## src/rtl/decode_stage.sv

```systemverilog
// RV32I(+M) decode stage: combinational decode of the fetched word, a small
// FIFO of decoded entries, valid/ready on both sides, and a saturating
// counter of accepted illegal instructions.
module decode_stage #(
  parameter int DEPTH    = 2,
  parameter int ENABLE_M = 1,
  parameter int CNT_W    = 16
) (
  input  logic             clk,
  input  logic             rstn,
  input  logic             flush,
  input  logic             in_valid,
  output logic             in_ready,
  input  logic [31:0]      in_instr,
  input  logic [31:0]      in_pc,
  output logic             out_valid,
  input  logic             out_ready,
  output logic [31:0]      out_pc,
  output logic [4:0]       out_rs1,
  output logic [4:0]       out_rs2,
  output logic [4:0]       out_rd,
  output logic [31:0]      out_imm,
  output logic [4:0]       out_alu_op,
  output logic [1:0]       out_op1_src,
  output logic [1:0]       out_op2_src,
  output logic [2:0]       out_next_pc,
  output logic [1:0]       out_wb_src,
  output logic [2:0]       out_mem_funct3,
  output logic             out_reg_wren,
  output logic             out_ram_wren,
  output logic             out_illegal,
  output logic [CNT_W-1:0] illegal_cnt
);

  // ALU operator codes; M-extension ops occupy 16..23 as {2'b10, funct3}
  localparam logic [4:0] ALU_OPERATOR_ADD  = 5'd0;
  localparam logic [4:0] ALU_OPERATOR_SUB  = 5'd1;
  localparam logic [4:0] ALU_OPERATOR_SLL  = 5'd2;
  localparam logic [4:0] ALU_OPERATOR_SLT  = 5'd3;
  localparam logic [4:0] ALU_OPERATOR_SLTU = 5'd4;
  localparam logic [4:0] ALU_OPERATOR_XOR  = 5'd5;
  localparam logic [4:0] ALU_OPERATOR_SRL  = 5'd6;
  localparam logic [4:0] ALU_OPERATOR_SRA  = 5'd7;
  localparam logic [4:0] ALU_OPERATOR_OR   = 5'd8;
  localparam logic [4:0] ALU_OPERATOR_AND  = 5'd9;

  localparam logic [1:0] OP1_RS1  = 2'd0;
  localparam logic [1:0] OP1_PC   = 2'd1;
  localparam logic [1:0] OP1_ZERO = 2'd2;

  localparam logic [1:0] OP2_RS2  = 2'd0;
  localparam logic [1:0] OP2_IMM  = 2'd1;
  localparam logic [1:0] OP2_FOUR = 2'd2;

  localparam logic [2:0] NPC_SEQ        = 3'd0;
  localparam logic [2:0] NPC_JAL        = 3'd1;
  localparam logic [2:0] NPC_JALR       = 3'd2;
  localparam logic [2:0] NPC_BR_ZERO    = 3'd3;
  localparam logic [2:0] NPC_BR_NONZERO = 3'd4;

  localparam logic [1:0] WB_ALU = 2'd0;
  localparam logic [1:0] WB_RAM = 2'd1;
  localparam logic [1:0] WB_MDU = 2'd2;

  localparam logic [6:0] OPC_OP     = 7'b0110011;
  localparam logic [6:0] OPC_OP_IMM = 7'b0010011;
  localparam logic [6:0] OPC_LOAD   = 7'b0000011;
  localparam logic [6:0] OPC_STORE  = 7'b0100011;
  localparam logic [6:0] OPC_BRANCH = 7'b1100011;
  localparam logic [6:0] OPC_JAL    = 7'b1101111;
  localparam logic [6:0] OPC_JALR   = 7'b1100111;
  localparam logic [6:0] OPC_LUI    = 7'b0110111;
  localparam logic [6:0] OPC_AUIPC  = 7'b0010111;

  localparam int AW = (DEPTH > 1) ? $clog2(DEPTH) : 1;
  localparam logic [AW:0] DEPTH_C = (AW+1)'(DEPTH);

  typedef struct packed {
    logic [31:0] pc;
    logic [4:0]  rs1;
    logic [4:0]  rs2;
    logic [4:0]  rd;
    logic [31:0] imm;
    logic [4:0]  alu_op;
    logic [1:0]  op1_src;
    logic [1:0]  op2_src;
    logic [2:0]  next_pc;
    logic [1:0]  wb_src;
    logic [2:0]  mem_funct3;
    logic        reg_wren;
    logic        ram_wren;
    logic        illegal;
  } entry_t;

  logic [6:0] opcode;
  logic [2:0] funct3;
  logic [6:0] funct7;
  logic [31:0] imm_i, imm_s, imm_b, imm_u, imm_j, imm_sh;

  assign opcode = in_instr[6:0];
  assign funct3 = in_instr[14:12];
  assign funct7 = in_instr[31:25];
  assign imm_i  = {{20{in_instr[31]}}, in_instr[31:20]};
  assign imm_s  = {{20{in_instr[31]}}, in_instr[31:25], in_instr[11:7]};
  assign imm_b  = {{19{in_instr[31]}}, in_instr[31], in_instr[7], in_instr[30:25], in_instr[11:8], 1'b0};
  assign imm_u  = {in_instr[31:12], 12'b0};
  assign imm_j  = {{11{in_instr[31]}}, in_instr[31], in_instr[19:12], in_instr[20], in_instr[30:21], 1'b0};
  assign imm_sh = {27'b0, in_instr[24:20]};

  entry_t dec;
  logic [4:0] base_op;

  // funct3 -> plain ALU op (funct7 alternates handled by the caller)
  always_comb begin
    base_op = ALU_OPERATOR_ADD;
    case (funct3)
      3'b000: base_op = ALU_OPERATOR_ADD;
      3'b001: base_op = ALU_OPERATOR_SLL;
      3'b010: base_op = ALU_OPERATOR_SLT;
      3'b011: base_op = ALU_OPERATOR_SLTU;
      3'b100: base_op = ALU_OPERATOR_XOR;
      3'b101: base_op = ALU_OPERATOR_SRL;
      3'b110: base_op = ALU_OPERATOR_OR;
      default: base_op = ALU_OPERATOR_AND;
    endcase
  end

  // Combinational decode of the offered instruction
  always_comb begin
    dec            = '0;
    dec.pc         = in_pc;
    dec.rs1        = in_instr[19:15];
    dec.rs2        = in_instr[24:20];
    dec.rd         = in_instr[11:7];
    dec.mem_funct3 = funct3;
    dec.alu_op     = ALU_OPERATOR_ADD;
    dec.op1_src    = OP1_RS1;
    dec.op2_src    = OP2_RS2;
    dec.next_pc    = NPC_SEQ;
    dec.wb_src     = WB_ALU;
    case (opcode)
      OPC_OP: begin
        dec.reg_wren = 1'b1;
        if (funct7 == 7'b0000000) begin
          dec.alu_op = base_op;
        end else if (funct7 == 7'b0100000 && funct3 == 3'b000) begin
          dec.alu_op = ALU_OPERATOR_SUB;
        end else if (funct7 == 7'b0100000 && funct3 == 3'b101) begin
          dec.alu_op = ALU_OPERATOR_SRA;
        end else if (funct7 == 7'b0000001 && ENABLE_M != 0) begin
          dec.alu_op = {2'b10, funct3};
          dec.wb_src = WB_MDU;
        end else begin
          dec.illegal = 1'b1;
        end
      end
      OPC_OP_IMM: begin
        dec.reg_wren = 1'b1;
        dec.op2_src  = OP2_IMM;
        dec.imm      = imm_i;
        dec.alu_op   = base_op;
        if (funct3 == 3'b001) begin
          dec.imm = imm_sh;
          if (funct7 != 7'b0000000) dec.illegal = 1'b1;
        end else if (funct3 == 3'b101) begin
          dec.imm = imm_sh;
          if (funct7 == 7'b0100000) dec.alu_op = ALU_OPERATOR_SRA;
          else if (funct7 != 7'b0000000) dec.illegal = 1'b1;
        end
      end
      OPC_LOAD: begin
        dec.reg_wren = 1'b1;
        dec.op2_src  = OP2_IMM;
        dec.imm      = imm_i;
        dec.wb_src   = WB_RAM;
        if (funct3 == 3'b011 || funct3 == 3'b110 || funct3 == 3'b111) dec.illegal = 1'b1;
      end
      OPC_STORE: begin
        dec.ram_wren = 1'b1;
        dec.op2_src  = OP2_IMM;
        dec.imm      = imm_s;
        if (funct3 > 3'b010) dec.illegal = 1'b1;
      end
      OPC_BRANCH: begin
        dec.imm = imm_b;
        case (funct3)
          3'b000: begin dec.alu_op = ALU_OPERATOR_SUB;  dec.next_pc = NPC_BR_ZERO;    end
          3'b001: begin dec.alu_op = ALU_OPERATOR_SUB;  dec.next_pc = NPC_BR_NONZERO; end
          3'b100: begin dec.alu_op = ALU_OPERATOR_SLT;  dec.next_pc = NPC_BR_NONZERO; end
          3'b101: begin dec.alu_op = ALU_OPERATOR_SLT;  dec.next_pc = NPC_BR_ZERO;    end
          3'b110: begin dec.alu_op = ALU_OPERATOR_SLTU; dec.next_pc = NPC_BR_NONZERO; end
          3'b111: begin dec.alu_op = ALU_OPERATOR_SLTU; dec.next_pc = NPC_BR_ZERO;    end
          default: dec.illegal = 1'b1;
        endcase
      end
      OPC_JAL: begin
        dec.reg_wren = 1'b1;
        dec.op1_src  = OP1_PC;
        dec.op2_src  = OP2_FOUR;
        dec.imm      = imm_j;
        dec.next_pc  = NPC_JAL;
      end
      OPC_JALR: begin
        dec.reg_wren = 1'b1;
        dec.op1_src  = OP1_PC;
        dec.op2_src  = OP2_FOUR;
        dec.imm      = imm_i;
        dec.next_pc  = NPC_JALR;
        if (funct3 != 3'b000) dec.illegal = 1'b1;
      end
      OPC_LUI: begin
        dec.reg_wren = 1'b1;
        dec.op1_src  = OP1_ZERO;
        dec.op2_src  = OP2_IMM;
        dec.imm      = imm_u;
      end
      OPC_AUIPC: begin
        dec.reg_wren = 1'b1;
        dec.op1_src  = OP1_PC;
        dec.op2_src  = OP2_IMM;
        dec.imm      = imm_u;
      end
      default: dec.illegal = 1'b1;
    endcase
    // Illegal entries must not change architectural state or redirect fetch
    if (dec.illegal) begin
      dec.reg_wren = 1'b0;
      dec.ram_wren = 1'b0;
      dec.next_pc  = NPC_SEQ;
    end
    // x0 is hardwired; never write it
    if (dec.rd == 5'd0) dec.reg_wren = 1'b0;
  end

  entry_t mem_reg [DEPTH];
  logic [AW-1:0] head_reg, tail_reg;
  logic [AW:0]   count_reg;
  logic          push, pop;

  assign in_ready  = (count_reg < DEPTH_C);
  assign out_valid = (count_reg != '0);
  assign push      = in_valid && in_ready && !flush;
  assign pop       = out_valid && out_ready && !flush;

  // One storage slot per buffer entry, written when it is the tail
  generate
    for (genvar gi = 0; gi < DEPTH; gi++) begin : g_slot
      always_ff @(posedge clk or negedge rstn) begin
        if (!rstn) mem_reg[gi] <= '0;
        else if (push && tail_reg == AW'(gi)) mem_reg[gi] <= dec;
      end
    end
  endgenerate

  // Pointer and occupancy bookkeeping; flush empties the buffer
  always_ff @(posedge clk or negedge rstn) begin
    if (!rstn) begin
      head_reg  <= '0;
      tail_reg  <= '0;
      count_reg <= '0;
    end else if (flush) begin
      head_reg  <= '0;
      tail_reg  <= '0;
      count_reg <= '0;
    end else begin
      if (push) tail_reg <= tail_reg + 1'b1;
      if (pop)  head_reg <= head_reg + 1'b1;
      case ({push, pop})
        2'b10:   count_reg <= count_reg + 1'b1;
        2'b01:   count_reg <= count_reg - 1'b1;
        default: count_reg <= count_reg;
      endcase
    end
  end

  // Saturating count of accepted illegal instructions (survives flush)
  always_ff @(posedge clk or negedge rstn) begin
    if (!rstn) illegal_cnt <= '0;
    else if (push && dec.illegal && illegal_cnt != {CNT_W{1'b1}}) illegal_cnt <= illegal_cnt + 1'b1;
  end

  entry_t head;
  assign head = out_valid ? mem_reg[head_reg] : '0;

  assign out_pc         = head.pc;
  assign out_rs1        = head.rs1;
  assign out_rs2        = head.rs2;
  assign out_rd         = head.rd;
  assign out_imm        = head.imm;
  assign out_alu_op     = head.alu_op;
  assign out_op1_src    = head.op1_src;
  assign out_op2_src    = head.op2_src;
  assign out_next_pc    = head.next_pc;
  assign out_wb_src     = head.wb_src;
  assign out_mem_funct3 = head.mem_funct3;
  assign out_reg_wren   = head.reg_wren;
  assign out_ram_wren   = head.ram_wren;
  assign out_illegal    = head.illegal;

endmodule

```

## config.mk

```make
export PLATFORM = sky130hd
export DESIGN_NAME = decode_stage
export DESIGN_NICKNAME = d
export VERILOG_FILES = /design/src/rtl/decode_stage.sv
export SDC_FILE = /design/constraint.sdc
export NUM_CORES = 1
export LEC_CHECK = 0
export ABC_AREA = 1
export BUFFER_PORTS_ARGS = -buffer_cell sky130_fd_sc_hd__buf_2
export CAP_MARGIN = 30
export CORE_MARGIN = 5
export CORE_UTILIZATION = 40
export CTS_CLUSTER_DIAMETER = 80
export DETAILED_ROUTE_END_ITERATION = 7
export PLACE_DENSITY = 0.6
export SETUP_SLACK_MARGIN = 0.15
export SYNTH_ARGS = -nofsm -noshare
export SYNTH_HDL_FRONTEND = slang
export SYNTH_SLANG_ARGS = --single-unit
```

## constraint.sdc

```tcl
create_clock -name clk -period 1.9 [get_ports clk]
set_input_delay 0.38 -clock clk [delete_from_list [all_inputs] [get_ports clk]]
set_output_delay 0.38 -clock clk [all_outputs]
set_load 0.01 [all_outputs]
```

=== Yosys cells after proc, flatten, opt, wreduce, memory -nomap -nowiden ===
Cells that the tools add are included.

* Add/sub/neg operators: 5
* Reductions and logical operators: 35
* Multiplexer cells: 49
* Bitwise operators: 2
* Equal/unequal tests: 21
* Magnitude comparators: 3

{| class="wikitable"
|+ Operators by type and width
! operator !! number
|-
| $mux W99 || 4
|-
| $pmux W32 S6 || 1
|-
| $mux W37 || 1
|-
| $mux W32 || 1
|-
| $mux W5 || 6
|-
| $eq A7 B6 Y1 const B || 4
|-
| $pmux W4 S7 || 1
|-
| $eq A7 B7 Y1 const B || 3
|-
| $mux W1 || 19
|-
| $pmux W3 S3 || 2
|-
| $add A16 B1 Y16 const B || 1
|-
| $ne A16 B16 Y1 const B || 1
|-
| $pmux W2 S2 || 4
|-
| $pmux W5 S3 || 1
|-
| $eq A7 B5 Y1 const B || 2
|-
| $eq A3 B3 Y1 const B || 4
|-
| $mux W2 || 6
|-
| $reduce_or A2 Y1 || 6
|-
| $reduce_or A3 Y1 || 4
|-
| $logic_and A1 B1 Y1 || 10
|-
| $eq A7 B1 Y1 const B || 1
|-
| $eq A7 B2 Y1 const B || 1
|-
| $logic_not A7 Y1 || 1
|-
| $pmux W1 S7 || 1
|-
| other kinds (24) || 30
|}

* Logic and storage cells: 147
* Register bits: 218

=== Depth between registers and ports, before layout ===
Gate-level depths: netlist of the first run.

* Depth in word-level cells: 8
* Mapped depth: 13

=== Worst setup path after synthesis of the first run ===
Ideal clock, no wire load.

* Kind: register to register
* Start point: register illegal_cnt[0]
* End point: register illegal_cnt[10]
* Path slack: 0.163 ns
* Arrival: 1.620 ns
* Cell stages (with the launch flop): 10
* Data required time: 1.783 ns
* Path buffers: 1
* Period minus slack after synthesis: 1.737 ns
* Path through: dfrtp_1 ha_1 nand3_1 nor2_1 nand4_1 inv_1 nand2_2 buf_2 nand4_1 nand2_1

* Cells in the longest elaborated chain, start to end: 2
* Elaborated cells between the ends (all ways): 3

{| class="wikitable"
|+ Ends and longest elaborated chain
! what !! RTL line !! RTL
|-
| from (decl) || 32 || <nowiki>output logic [CNT_W-1:0] illegal_cnt</nowiki>
|-
| from (signal assigned) || 279 || <nowiki>else if (push && dec.illegal && illegal_cnt != {CNT_W{1'b1}}) illegal_cnt <= illegal_cnt + 1'b1;</nowiki>
|-
| parallel branches: the longest is 2 deep, another holds $add A16 B1 Y16 || - ||
|}

Parallel ways; which one is timed is not known.
A chain may end at the register's enable or synchronous reset.

=== Worst setup path in the final report of the first run ===
* Start point: register head_reg
* End point: output port out_pc[14]

* Cells in the longest elaborated chain, start to end: 5

{| class="wikitable"
|+ Ends and longest elaborated chain
! what !! RTL line !! RTL
|-
| from (decl) || 236 || <nowiki>logic [AW-1:0] head_reg, tail_reg;</nowiki>
|-
| from (signal assigned) || 267 || <nowiki>if (pop) head_reg <= head_reg + 1'b1;</nowiki>
|-
| $not A1 Y2 (not written as such) || 283 || <nowiki>assign head = out_valid ? mem_reg[head_reg] : '0;</nowiki>
|-
| $mux W99 (not written as such) (3 in series) || 283 ||
|-
| $mux W99 || 283 ||
|-
| to (decl) || 18 || <nowiki>output logic [31:0] out_pc,</nowiki>
|}

No other way between the ends. The select of a mux whose other input is x is not followed.

==> flow_metrics.py, run 1 <==
metrics = {
    "power": {
        "power_density_mw_per_mm2": 1390,
        "p_clk_share_pct": 23.7,
        "cellLeakagePower_uw": 0.00780,
        "internal-power_uw": 13500,
        "seq_power_share_pct": 32.5,
        "switchingPower_uw": 8210,
        "max-vdd-ir-drop_mv": 0.924,
        "swShare_pct": 37.9,
        "p_comb_share_pct": 43.8,
    },
    "timing": {
        "slew_viol_final": 0,
        "rsz0062_at_grt": "true",
        "worstMarginPinSlew_ps": 478,
        "setup_tns_ps": -26190,
        "fmax_mhz": 447,
        "period_share_pct": 118,
        "holdWs_ps": 113,
        "finalCriticalPeriod_ps": 2230,
        "setup_ws_ps": -335,
        "relSlewSlack_pct": 68.0,
        "hold_viol_final": 0,
        "finalSetupViolations": 99,
        "clock_skew_ps": 9.75,
    },
    "layout": {
        "final_common_cell": "nand2_1",
        "nets": 1740,
        "final_cell_area_mm2": 0.0157,
        "diodes": 0,
        "largest_register_ffs": 198,
        "finalNonFillerCells": 2029,
        "final_cell_mix": "nand2_1, dfrtp_1, buf_2",
        "fillerInstances": 2424,
        "layout.area.seq_mm2": 0.00546,
        "multi_input_area_mm2": 0.00546,
        "drive_above_1_share_pct": 33.5,
        "area_growth_pct": 45.3,
    },
    "clock_network": {
        "cts_tree": "done",
        "worstSkewPairLatency_ps": 530,
        "clockBufferDepth": 3,
        "cts_sinks": 218,
        "numCtsBuffers": 26,
        "cts_max_level": 1,
        "clockRootBuffer": "clkbuf_16",
        "clkTransAtPathRegs_ps": 60,
    },
    "synthesis": {
        "synth_area_mm2": 0.0108,
        "ys_ff_latch": 218,
        "synth.largest_area_cell": "dfrtp_1",
        "synth_seq_area_share_pct": 50.7,
        "synth_cell_type_count": 37,
        "syn-num-nets": 1482,
        "syn_inst": 1412,
        "synth_top_area_share_pct": 50.7,
        "yosys_warnings": 0,
        "synth_area_leaders": "dfrtp_1, nand2_1, o21ai_0, a21oi_1, inv_1",
        "syn_area_per_cell_um2": 7.63,
    },
    "global_routing": {
        "grt_max_degree": 92,
        "grt_first_pass_wirelength_um": 55600,
        "grt_busiest_layer": "met2",
        "grt_use_total_pct": 22.4,
        "antenna_found_initial": 1,
        "grtUsageMet1_pct": 32.6,
        "grt_pass1_vias": 9991,
        "overflow": 0,
        "use_met3_pct": 4.07,
        "use_met2_pct": 34.7,
    },
    "drt": {
        "wire_per_inst_um": 19.3,
        "wl_um": 39200,
        "first_iter_violations": 904,
        "ant_nets": 0,
        "dr.pass1.iters": 5,
        "vias": 10900,
        "viasPerCell": 5.35,
        "drc": 0,
    },
    "die": {
        "die_w_um": 174,
        "fp.dieH_um": 174,
        "core-area_mm2": 0.0267,
        "die_area_mm2": 0.0303,
        "row_count": 60,
        "io_pins": 186,
        "initial_core_util_pct": 40.3,
    },
    "status": {
        "violations": "negative setup slack",
        "status": "finished, violations left",
    },
    "place": {
        "dp_slack_ps": -107,
        "portBuffers": 185,
        "placedCellCount": 1926,
        "dpl_cell_area_mm2": 0.0126,
        "gp_routability_congestion": 0.862,
        "dp_hpwl_um": 21900,
    },
    "worst_setup_path": {
        "critPathKind": "flip-flop to output port",
        "critPathLaunchType": "flip-flop",
        "rrSetupSlack_ps": 50,
        "arrival_ps": 1850,
        "required_ps": 1520,
        "cp_common_cell": "buf_12",
        "path_cells": "buf_12, buf_12, buf_16, nand2_2, a21oi_2, buf_2",
        "slowest_stage": "dfrtp_4",
        "cpPeakStageDelay_ps": 540,
        "cp-end-kind": "output port",
        "cp_max_fo": 6,
    },
    "run": {
        "maxCapViolCount": 0,
    },
    "min_path": {
        "hp-class": "input port to flip-flop",
    },
}
## through the flow
stage	total power, uW	util, %
2_1_floorplan	10300	-
3_3_place_gp	12700	47.0
3_5_place_dp	12900	47.0
4_1_cts	19500	53.2
5_1_grt	22900	58.6
6_report	21700	58.6
## repair_timing
| action | in CTS | in global routing |
|---|---|---|
| cloned | 11 | 24 |
| hold endpoints to repair | 40 | 0 |
| pin swaps | 4 | 37 |
| resized for setup | 122 | 233 |
| setup buffers | 9 | 12 |
| hold buffers | 1 | 0 |
| endpoints found under the setup margin | 100 | 202 |
## cells in the mapped netlist
master and number:
nand2_1 549, dfrtp_1 218, o21ai_0 158, a21oi_1 107
inv_1 102, clkbuf_1 52, nand3_1 39, nor2_1 34
nand4_1 24, buf_2 20, o21ai_1 15, inv_2 10
o2111ai_1 10, nor3_1 9, xor2_1 8, nand2_2 6
a31oi_1 5, buf_1 5, nor2_2 5, o22ai_1 5
xnor2_1 5, and2_1 3, nand3_2 3, nor2_4 3
o211ai_1 3, buf_4 2, buf_6 2, ha_1 1
nand2_4 1, nand3_4 1, nand4_4 1, nor2_8 1
nor3b_1 1, o21a_1 1, o31ai_1 1, o31ai_2 1
or2_2 1
## critical path, delay by kind of cell, from the launching register on
kind            cells  cell delay (ps)
simple gates        1               60
compound gates      1              120
buf+inv             4              590
flops               1              540
## power by group through the flow
stage                     clock network, uW  registers [uW]  logic (uW)
after floorplan                           0            6800        3510
after global placement                    0            6880        5870
after detailed placement                  0            6930        5950
after CTS                              5210            6900        7400
after global routing                   5420            7220       10200
final                                  5140            7040        9500
## path summary, 6_finish.rpt
check | start | endpoint | cells after the start
setup / recovery | head_reg$_DFFE_PN0P_ | out_pc[14] | 6
hold / removal | in_pc[29] | mem_reg[195]$_DFFE_PN0P_ | 3
setup reg to reg | count_reg[1]$_DFFE_PN0P_ | mem_reg[163]$_DFFE_PN0P_ | 11
hold reg to reg | mem_reg[121]$_DFFE_PN0P_ | mem_reg[121]$_DFFE_PN0P_ | 2
max in group asynchronous | rstn | mem_reg[144]$_DFFE_PN0P_ | 3
min in group asynchronous | rstn | mem_reg[191]$_DFFE_PN0P_ | 2
## cell families after synthesis
group,share of synthesized area (%)
compound gates,14.9
flops,50.7
simple gates,26.1
buf+inv,7.17
xor+xnor,1.06
fa+ha+maj,0.116
## per-layer routing
metal / vias up / routed length, um
li1: 5094 / -
met1: 5257 / 17300
met2: 420 / 17800
met3: 78 / 2880
met4: 2 / 1110
met5: - / 7
## layout make-up
| cell class | count | share of cell area [%] |
|---|---|---|
| Clock inverter | 7 | 0.743 |
| Sequential cell | 218 | 34.9 |
| Tap cell | 341 | 2.73 |
| Inverter | 112 | 2.94 |
| Clock buffer | 39 | 4.86 |
| Multi-Input combinational cell | 1002 | 34.9 |
| Timing Repair Buffer | 310 | 19.0 |
(Power assumes the default switching activity.)
==> run 2, diff against run 1 <==
- clock period: 1.9 -> 2.7 ns (I/O delays scaled with it)
==> run 2 against run 1 <==
  * The run now ends clean
  * Count of clock-buffer cells in the layout decreased by 3
  * Sequential cell count unchanged
  * Via count decreased by 9.1%
==> flow_metrics.py, run 2 (synthesized netlist as in run 1, its figures left out) <==
metrics = {
    "status": {
        "status": "finished clean",
    },
    "global_routing": {
        "antenna_found_initial": 0,
        "use_met3_pct": 3.13,
        "grt_pass1_vias": 9493,
        "use_met2_pct": 32.2,
        "overflow": 0,
        "grtUsageMet1_pct": 30.7,
        "grt_first_pass_wirelength_um": 51800,
        "grt_max_degree": 83,
        "grt_use_total_pct": 20.7,
        "grt_busiest_layer": "met2",
    },
    "drt": {
        "dr.pass1.iters": 5,
        "ant_nets": 0,
        "first_iter_violations": 805,
        "vias": 9863,
        "wire_per_inst_um": 16.5,
        "wl_um": 31800,
        "viasPerCell": 5.11,
        "drc": 0,
    },
    "timing": {
        "fmax_mhz": 411,
        "clock_skew_ps": 15.9,
        "relSlewSlack_pct": 37.8,
        "worstMarginPinSlew_ps": 928,
        "slew_viol_final": 0,
        "setup_tns_ps": 0,
        "finalSetupViolations": 0,
        "finalCriticalPeriod_ps": 2430,
        "rsz0062_at_grt": "true",
        "period_share_pct": 90.1,
        "holdWs_ps": 276,
        "hold_viol_final": 0,
    },
    "layout": {
        "nets": 1645,
        "drive_above_1_share_pct": 18.5,
        "largest_register_ffs": 198,
        "fillerInstances": 2723,
        "final_cell_mix": "nand2_1, dfrtp_1, buf_2",
        "final_common_cell": "nand2_1",
        "area_growth_pct": 20.1,
    },
    "place": {
        "dp_hpwl_um": 21000,
        "portBuffers": 185,
        "gp_routability_congestion": 0.874,
    },
    "run": {
        "maxCapViolCount": 0,
    },
    "worst_setup_path": {
        "r2r_cells": 9,
        "rrSetupSlack_ps": 550,
        "critPathTopFamily": "flip-flops",
        "cp-end-kind": "output port",
        "critPathKind": "flip-flop to output port",
        "slowest_stage": "dfrtp_4",
        "arrival_ps": 1890,
        "cp_max_fo": 30,
        "critPathLaunchType": "flip-flop",
        "required_ps": 2160,
        "cpPeakStageDelay_ps": 520,
        "timing.rr.end": "illegal_cnt[7]$_DFFE_PN0P_",
        "r2r_start": "illegal_cnt[0]$_DFFE_PN0P_",
        "path_cells": "buf_4, o21ai_0, a21oi_1, buf_2",
        "path_buf_inv": 2,
    },
    "die": {
        "die_area_mm2": 0.0303,
        "initial_core_util_pct": 40.3,
        "io_pins": 186,
        "fp.dieH_um": 174,
        "die_w_um": 174,
        "core-area_mm2": 0.0267,
        "row_count": 60,
    },
    "clock_network": {
        "cts_tree": "done",
        "clkTransAtPathRegs_ps": 60,
        "clockBufferDepth": 3,
        "numCtsBuffers": 25,
        "clockRootBuffer": "clkbuf_16",
        "worstSkewPairLatency_ps": 530,
        "cts_max_level": 1,
        "cts_sinks": 218,
    },
    "min_path": {
        "hp-class": "input port to flip-flop",
        "holdPathEnd": "mem_reg[192]$_DFFE_PN0P_",
        "hold_depth": 3,
        "min_from": "in_pc[26]",
    },
    "power": {
        "max-vdd-ir-drop_mv": 0.521,
        "power_density_mw_per_mm2": 938,
        "cellLeakagePower_uw": 0.00670,
        "power_uw": 12100,
    },
}
==> run 2: cell count changes in the layout (fill, tap and decap cells not counted), sizes merged <==
cell	before	now
buf	295	216
clkinv	4	5
diode	0	1
bufinv	3	1
clkbuf	53	36
nand3	44	43
==> run 2: layout make-up <==
| cell class | count | area (um^2) | area share [%] |
|---|---|---|---|
| inverter | 112 | 429 | 3.32 |
| clock buffer | 36 | 717 | 5.54 |
| multi-input combinational | 1001 | 4570 | 35.3 |
| antenna | 1 | 2.50 | 0.0193 |
| sequential | 218 | 5460 | 42.2 |
| timing repair buffer | 217 | 1280 | 9.87 |
| clock inverter | 6 | 55.1 | 0.425 |
| tap | 341 | 427 | 3.30 |
==> run 2: worst min-delay path: stages <==
cell and delay [ps]:
buf_2 90, inv_1 60, o21ai_1 60
==> run 2: repair_timing <==
action / in CTS / in global routing
hold buffers: 1 / 0
resized for setup: 4 / 6
hold endpoints to repair: 52 / 0
setup buffers: 2 / 1
pin swaps: 0 / 0
setup endpoints to repair: 23 / 18
==> run 2: worst max path at each step <==
stage,depth (start not counted),slack [ps],startpoint,to
after floorplan,4,810,count_reg[0]$_DFFE_PN0P_,out_pc[21]
after global placement,9,260,in_instr[1],mem_reg[50]$_DFFE_PN0P_
after detailed placement,9,240,in_instr[1],mem_reg[48]$_DFFE_PN0P_
after CTS,5,170,head_reg$_DFFE_PN0P_,out_ram_wren
after global routing,5,150,head_reg$_DFFE_PN0P_,out_rd[3]
final,4,270,head_reg$_DFFE_PN0P_,out_imm[22]
==> run 2: per-layer routing <==
metal	wire, um	vias to the layer above	part of all wire, %
met1	15200	4634	48
li1	-	4880	-
met2	14300	316	45
met5	0	-	0
met4	493	0	1.5
met3	1890	33	5.9
==> run 2: stage by stage <==
| stage | instance area, um^2 | instances | util, % | worst slack, ps |
|---|---|---|---|---|
| detailed placement | 12100 | 1885 | 45.3 | 237 |
| finish | 12900 | 1932 | 48.4 | 268 |
| floorplan | 10800 | 1412 | - | 806 |
| global placement | 12100 | 1885 | 45.3 | 256 |
| global route | 12900 | 1931 | 48.4 | 146 |
| CTS | 12900 | 1930 | 48.3 | 165 |
==> run 2: where the power goes <==
group | total (uW) | internal (uW) | switching, uW
Clock | 3260 | 1920 | 1340
Sequential | 4860 | 4320 | 545
Combinational | 4020 | 1430 | 2590
